<file path="src/rtl/if_stage_pkg.sv">
// Shared constants for the fetch stage: exception codes, reset/handler addresses
// and the legal instruction-memory window, plus the fetch address check.
package if_stage_pkg;

    localparam logic [4:0] EXC_NONE    = 5'd0;
    localparam logic [4:0] EXC_ADEL    = 5'd4;
    localparam logic [4:0] EXC_SYSCALL = 5'd8;
    localparam logic [4:0] EXC_RI      = 5'd10;

    localparam logic [31:0] RESET_PC_DEF  = 32'h0000_3000;
    localparam logic [31:0] EXC_ENTRY_DEF = 32'h0000_4180;
    localparam logic [31:0] IM_LO_DEF     = 32'h0000_3000;
    localparam logic [31:0] IM_HI_DEF     = 32'h0000_6FFC;

    // Address error on load (instruction fetch): misaligned or outside IM.
    function automatic logic fetch_adel(input logic [31:0] pc,
                                        input logic [31:0] lo,
                                        input logic [31:0] hi);
        return (pc[1:0] != 2'b00) || (pc < lo) || (pc > hi);
    endfunction

endpackage

</file>
<file path="src/rtl/if_stage_pc_reg.sv">
// Architectural fetch PC register: exception redirect beats stall, otherwise the
// decode-supplied next PC is loaded unchanged.
module if_stage_pc_reg
    import if_stage_pkg::*;
#(
    parameter logic [31:0] RESET_PC  = RESET_PC_DEF,
    parameter logic [31:0] EXC_ENTRY = EXC_ENTRY_DEF
) (
    input  logic        clk_i,
    input  logic        reset_i,
    input  logic        req_i,
    input  logic        stall_i,
    input  logic [31:0] npc_i,
    output logic [31:0] pc_o
);

    logic [31:0] pc_q;
    logic [31:0] pc_d;

    always_comb begin
        pc_d = pc_q;
        if (req_i) begin
            pc_d = EXC_ENTRY;
        end else if (!stall_i) begin
            pc_d = npc_i;
        end
    end

    always_ff @(posedge clk_i or posedge reset_i) begin
        if (reset_i) begin
            pc_q <= RESET_PC;
        end else begin
            pc_q <= pc_d;
        end
    end

    assign pc_o = pc_q;

endmodule

</file>
<file path="src/rtl/if_stage.sv">
// MIPS instruction-fetch stage with the IF/ID pipeline register; flags fetch
// address errors and hands PC, instruction, exception code and delay-slot bit to ID.
module if_stage
    import if_stage_pkg::*;
#(
    parameter logic [31:0] RESET_PC  = RESET_PC_DEF,
    parameter logic [31:0] EXC_ENTRY = EXC_ENTRY_DEF,
    parameter logic [31:0] IM_LO     = IM_LO_DEF,
    parameter logic [31:0] IM_HI     = IM_HI_DEF
) (
    input  logic        clk,
    input  logic        reset,
    input  logic        stall,
    input  logic        req,
    input  logic        IF_ID_FLUSH,
    input  logic [31:0] ID_NPC,
    input  logic        ID_is_jump,
    input  logic [31:0] i_inst_rdata,
    output logic [31:0] i_inst_addr,
    output logic [31:0] IF_PC,
    output logic [31:0] ID_PC,
    output logic [31:0] ID_instr,
    output logic [4:0]  ID_ExcCode,
    output logic        ID_BD
);

    logic        adel;
    logic [31:0] if_instr;
    logic [4:0]  if_exc;

    logic [31:0] id_pc_q,    id_pc_d;
    logic [31:0] id_instr_q, id_instr_d;
    logic [4:0]  id_exc_q,   id_exc_d;
    logic        id_bd_q,    id_bd_d;

    if_stage_pc_reg #(
        .RESET_PC  (RESET_PC),
        .EXC_ENTRY (EXC_ENTRY)
    ) u_pc_reg (
        .clk_i   (clk),
        .reset_i (reset),
        .req_i   (req),
        .stall_i (stall),
        .npc_i   (ID_NPC),
        .pc_o    (IF_PC)
    );

    assign i_inst_addr = IF_PC;

    // A faulting fetch carries a nop so nothing from the bad address executes.
    assign adel     = fetch_adel(IF_PC, IM_LO, IM_HI);
    assign if_instr = adel ? 32'h0 : i_inst_rdata;
    assign if_exc   = adel ? EXC_ADEL : EXC_NONE;

    always_comb begin
        id_pc_d    = id_pc_q;
        id_instr_d = id_instr_q;
        id_exc_d   = id_exc_q;
        id_bd_d    = id_bd_q;
        if (req) begin
            id_pc_d    = EXC_ENTRY;
            id_instr_d = 32'h0;
            id_exc_d   = EXC_NONE;
            id_bd_d    = 1'b0;
        end else if (stall) begin
            id_pc_d    = id_pc_q;
        end else if (IF_ID_FLUSH) begin
            id_pc_d    = IF_PC;
            id_instr_d = 32'h0;
            id_exc_d   = EXC_NONE;
            id_bd_d    = 1'b0;
        end else begin
            id_pc_d    = IF_PC;
            id_instr_d = if_instr;
            id_exc_d   = if_exc;
            id_bd_d    = ID_is_jump;
        end
    end

    always_ff @(posedge clk or posedge reset) begin
        if (reset) begin
            id_pc_q    <= 32'h0;
            id_instr_q <= 32'h0;
            id_exc_q   <= EXC_NONE;
            id_bd_q    <= 1'b0;
        end else begin
            id_pc_q    <= id_pc_d;
            id_instr_q <= id_instr_d;
            id_exc_q   <= id_exc_d;
            id_bd_q    <= id_bd_d;
        end
    end

    assign ID_PC      = id_pc_q;
    assign ID_instr   = id_instr_q;
    assign ID_ExcCode = id_exc_q;
    assign ID_BD      = id_bd_q;

endmodule

</file>
<file path="config.mk">
export PLATFORM = sky130hd
export DESIGN_NAME = if_stage
export DESIGN_NICKNAME = d
export VERILOG_FILES = /design/src/rtl/if_stage_pkg.sv /design/src/rtl/if_stage_pc_reg.sv /design/src/rtl/if_stage.sv
export SDC_FILE = /design/constraint.sdc
export NUM_CORES = 1
export LEC_CHECK = 0
export CAP_MARGIN = 0
export CORE_MARGIN = 8
export CORE_UTILIZATION = 45
export CTS_BUF_LIST = sky130_fd_sc_hd__clkbuf_8
export DETAILED_ROUTE_END_ITERATION = 16
export PLACE_DENSITY = 0.93
export SYNTH_ARGS = -nofsm -noshare
export SYNTH_HDL_FRONTEND = slang
export SYNTH_SLANG_ARGS = --single-unit
</file>
<file path="constraint.sdc">
create_clock -name clk -period 6.67 [get_ports clk]
set_input_delay 1.0005 -clock clk [delete_from_list [all_inputs] [get_ports clk]]
set_output_delay 1.0005 -clock clk [all_outputs]
set_load 0.02 [all_outputs]
</file>
==> results.cfg, run 1 <==
[outcome]
status = finished clean

[worst_setup_path]
rr_startpoint = u_pc_reg.pc_o[17]
cpLargestDelayFamily = simple AND/OR/NAND/NOR gates
rrSetupSlack_ps = 4740
cp.arrival_ps = 2850
critPathSlowestCell = nor2b_2
crit_path_start_kind = input pin
critPathMaxStageDelay_ps = 1110
critPathBufInv = 2
crit_type = input pin to flop
cp_data_required_time_ps = 6950
r2r_end = ID_instr[16]
crit_chain = buf_2 > buf_4 > nor2b_2 > a22o_1
critPathMaxFanout = 67
critPathCaptureType = flop
rr_worst_depth = 5

[global_route]
grt_pass1_vias = 3445
grt_overflow = 0
grt_pass1_wl_um = 18840
grt_usage_pct = 18.61
antenna_found_initial = 0
grt_max_degree = 68

[yosys]
syn-mean-instance-area_um2 = 12.42
synth_cell_types = 23
postSynthCellCount = 335
synth-seq-cells = 98
yosys.area.top_type = dfrtp_1
netlist_area_mm2 = 0.004160
yosys_warnings = 0
yosysTopAreaCellShare_pct = 57.74
synth-seq-area-share_pct = 59.01
synth_area_leaders = dfrtp_1, mux2i_1, a22o_1, buf_4, nor2_1

[detailed_routing]
wl_um = 11900
routedWlPerCell_um = 19.50
viasPerCell = 5.131
first_iter_violations = 132
antenna_left = 0
vias = 3130
drc = 0
drt-pass1-iter-count = 4

[die]
start_util_pct = 45.67
dieHeight_um = 112.2
dieArea_mm2 = 0.01258
rows = 35
io_pins = 204
coreArea_mm2 = 0.009109
die_w_um = 112.2

[sta]
fin_ws_ps = 4100
fmax_mhz = 389.0
hold_viol = 0
min_period_ps = 2570
post-route-period-util_pct = 38.54
finalMaxSlewViolations = 0
max_slew_margin_pct = 9.700
rsz0062_at_grt = no
worstMarginPinSlew_ps = 1348
final.setup.tns_ps = 0
setup-violations-final = 0
finalClockSkew_ps = 16.14

[power]
ir_worst_vdd_mv = 0.1143
p_leak_uw = 0.002814
cellPowerDensity_mw_per_mm2 = 206.6

[place]
gp_congestion = 0.7655
dp_hpwl_um = 8991
placed_cells = 594
port_buffers = 199
place_area_mm2 = 0.005944
post-place-ws_ps = 3764

[final_layout]
final_util_pct = 67.68
drive_above_1_share_pct = 5.812
area_delta_synth_final_pct = 48.18
n_antenna_cell = 0
final_nets = 564
final_cell_mix = clkdlybuf4s50_1, dfrtp_1, mux2i_1, nor2_1, a22o_1
mostFrequentLayoutCell = clkdlybuf4s50_1
layout.cells.non_filler = 610
design_area_mm2 = 0.006165

[cts]
clock-root-buffer = clkbuf_8
cts_tree = yes
post_cts_buffers = 0
post_cts_resized = 0
clk_pin_slew_ps = 90
htree_levels = 3
clk_latency_ps = 350
cts_hold_buffers = 0
clock_path_buffers = 2
clock-sinks = 98
cts_buffers = 9

[job]
cap_viol_max_count = 0

[min_path]
hold_depth = 2
hold_class = flop to flop
worstHoldStart = ID_ExcCode[2]
holdPathEnd = ID_ExcCode[2]
## power by group
part | switching (uW) | internal (uW)
Combinational | 109 | 112
Clock | 198 | 219
Sequential | 21.0 | 614
Total | 329 | 945
## kinds of logic after synthesis
group	share of synthesized area, %
buffers and inverters	9.353
AO/OA/AOI/OAI	8.752
other	0.09014
flip-flops	59.01
multiplexers	13.95
AND/OR/NAND/NOR	8.842
## synthesized netlist by cell type
| cell | n |
|---|---|
| dfrtp_1 | 96 |
| buf_4 | 36 |
| nor2b_1 | 7 |
| o211ai_1 | 1 |
| mux2i_1 | 58 |
| nor3_1 | 1 |
| or3_4 | 2 |
| a22o_1 | 33 |
| nor4_4 | 1 |
| nand2_1 | 3 |
| buf_2 | 8 |
| nor4_1 | 2 |
| a21boi_0 | 1 |
| and3b_1 | 1 |
| conb_1 | 1 |
| dfstp_2 | 2 |
| nor4_2 | 2 |
| o31ai_1 | 1 |
| inv_1 | 1 |
| a211o_1 | 6 |
| clkbuf_1 | 11 |
| nor2_1 | 58 |
| buf_6 | 3 |
## area by class of cell
type                    count  area (um2)
repair buffers            203        2014
multi-input cells         181        1330
clock inverters             6       82.58
inverters                   1       6.256
flip-flops and latches     98        2455
fillers                   697        2944
clock buffers              10       137.6
well taps                 111       138.9
## how the worst max path moves through the flow
stage,cells past startpoint,end,from
after floorplan,1,ID_BD,reset
after global routing,4,ID_instr[9],req
final,4,ID_instr[16],req
after detailed placement,4,ID_instr[22],req
after CTS,1,i_inst_addr[13],u_pc_reg.pc_o[13]
after global placement,4,ID_instr[28],req
## layer usage
metal	up-vias	part of all wire, %	global-route usage, %	routed length [um]
li1	1425	-	-	-
met1	1562	40	21.21	4774
met2	129	50	32.00	5980
met3	14	8.3	6.978	983
met4	0	1.3	5.216	157
met5	-	0	0	0
## metrics by stage
stage / power [uW] / hold slack, ps
floorplan: 763.1 / 582.7
global placement: 864.8 / 453.4
detailed placement: 870.1 / 478.7
CTS: 1286 / 500.7
global route: 1325 / 516.3
finish: 1274 / 499.3
## worst min-delay path, cell delays in order (launching register included)
cell and delay [ps]:
dfrtp_1 360, nand2_1 50, nand2_1 60
## registers in the layout (all words and copies together) (netlist names)
signal	count
ID_BD	1
ID_ExcCode	1
ID_PC	32
ID_instr	32
u_pc_reg.pc_o	32
No activity file was read; power rests on OpenSTA's default activity.
==> run 2: changes to the inputs <==
- CORE_UTILIZATION: 45 -> 38
- PLACE_DENSITY: 0.93 -> 0.84
- clock period: 6.67 -> 2.1 ns (I/O delays scaled with it)
==> results.cfg, run 2 (synthesized netlist as in run 1, its figures left out) <==
[sta]
post-route-period-util_pct = 89.92
worstMarginPinSlew_ps = 727.4
fmax_mhz = 529.6
rsz0062_at_grt = no
min_period_ps = 1888
max_slew_margin_pct = 51.50
hold_viol = 0
finalClockSkew_ps = 13.39
fin_ws_ps = 211.7
setup-violations-final = 0
finalMaxSlewViolations = 0
final.setup.tns_ps = 0

[final_layout]
final_cell_mix = clkdlybuf4s50_1, dfrtp_1, mux2i_1, nor2_1, a22o_1
drive_above_1_share_pct = 6.759
n_antenna_cell = 0
fillCellCount = 902
area_delta_synth_final_pct = 50.65
final_nets = 568
mostFrequentLayoutCell = clkdlybuf4s50_1
design_area_mm2 = 0.006267

[worst_setup_path]
cp_data_required_time_ps = 1780
crit_type = flop to output pin
crit_start = u_pc_reg.pc_o[13]
crit_chain = clkdlybuf4s50_1
rr_startpoint = u_pc_reg.pc_o[17]
rrSetupSlack_ps = 270
critPathBufInv = 1
critPathMaxStageDelay_ps = 640
critPathSlowestCell = clkdlybuf4s50_1
r2r_end = ID_instr[1]
cpLargestDelayFamily = buffers and inverters
critPathCaptureType = output pin
crit_path_start_kind = flop
cp.arrival_ps = 1570
rr_worst_depth = 5
critPathMaxFanout = 6

[place]
port_buffers = 199
dp_hpwl_um = 8849
place_area_mm2 = 0.006037
gp_congestion = 0.7847
post-place-ws_ps = 213.3

[global_route]
grt_pass1_vias = 3466
grt_max_degree = 66
antenna_found_initial = 0
grt_usage_pct = 16.22
grt_pass1_wl_um = 18910
grt_overflow = 0

[detailed_routing]
antenna_left = 0
viasPerCell = 4.963
wl_um = 11840
drt-pass1-iter-count = 4
routedWlPerCell_um = 18.42
first_iter_violations = 227
vias = 3191
drc = 0

[cts]
clock_path_buffers = 2
htree_levels = 3
cts_buffers = 9
post_cts_resized = 0
post_cts_buffers = 0
cts_hold_buffers = 0
clock-sinks = 98
clk_latency_ps = 360
clock-root-buffer = clkbuf_8
clk_pin_slew_ps = 90
cts_tree = yes

[die]
dieArea_mm2 = 0.01455
die_w_um = 120.6
rows = 38
io_pins = 204
start_util_pct = 38.72
dieHeight_um = 120.6
coreArea_mm2 = 0.01075

[power]
cellPowerDensity_mw_per_mm2 = 652.6
p_leak_uw = 0.002839
total_power_uw = 4090
ir_worst_vdd_mv = 0.3663

[outcome]
status = finished clean

[job]
cap_viol_max_count = 0

[min_path]
hold_class = input pin to async pin
## run 2: changes by cell type in the layout (fill, tap and decap cells not counted)
cell,previous run,this run
clkinvlp_4,2,3
inv_4,1,0
buf_4,5,7
inv_1,2,1
buf_12,0,2
clkbuf_8,10,11
## run 2: cell type report
class                           instances  area (um2)  share of cell area (%)
Clock buffer                           11       151.4                   2.416
Sequential cell                        98        2455                   39.17
Inverter                                1       7.507                  0.1198
Clock inverter                          5       78.83                   1.258
Multi-Input combinational cell        181        1330                   21.22
Tap cell                              140       175.2                   2.795
Timing Repair Buffer                  207        2069                   33.02
## run 2: tightest hold or removal path, cell delays in order
cell and delay (ps):
clkdlybuf4s50_1 440, clkinvlp_4 100, buf_12 280
## run 2: worst max path at each step
stage / cells past startpoint / endpoint / slack, ps
after floorplan: 5 / ID_instr[0] / 450
after global placement: 5 / ID_instr[25] / 280
after detailed placement: 5 / ID_instr[1] / 210
after CTS: 5 / ID_instr[1] / 180
after global routing: 5 / ID_instr[21] / 110
final: 1 / IF_PC[13] / 210
## run 2: metrics by stage
step	hold slack [ps]	utilization (%)	std cells
6_report	391.4	58.33	643
5_1_grt	412.5	58.33	643
4_1_cts	391.5	58.33	643
3_5_place_dp	463.2	56.18	627
3_3_place_gp	462.7	56.18	627
2_1_floorplan	447.7	-	338
## run 2: power breakdown
group          switching, uW  internal (uW)  leakage, uW
sequential              62.4           1950      0.00131
clock                    631            732     0.000113
combinational            353            364      0.00141
total                   1050           3040      0.00284
## run 2: metal layers
metal	part of all wire (%)	track usage (%)
met1	41	19.00
met2	47	26.15
met3	11	6.946
met4	1.2	5.621
met5	0	0
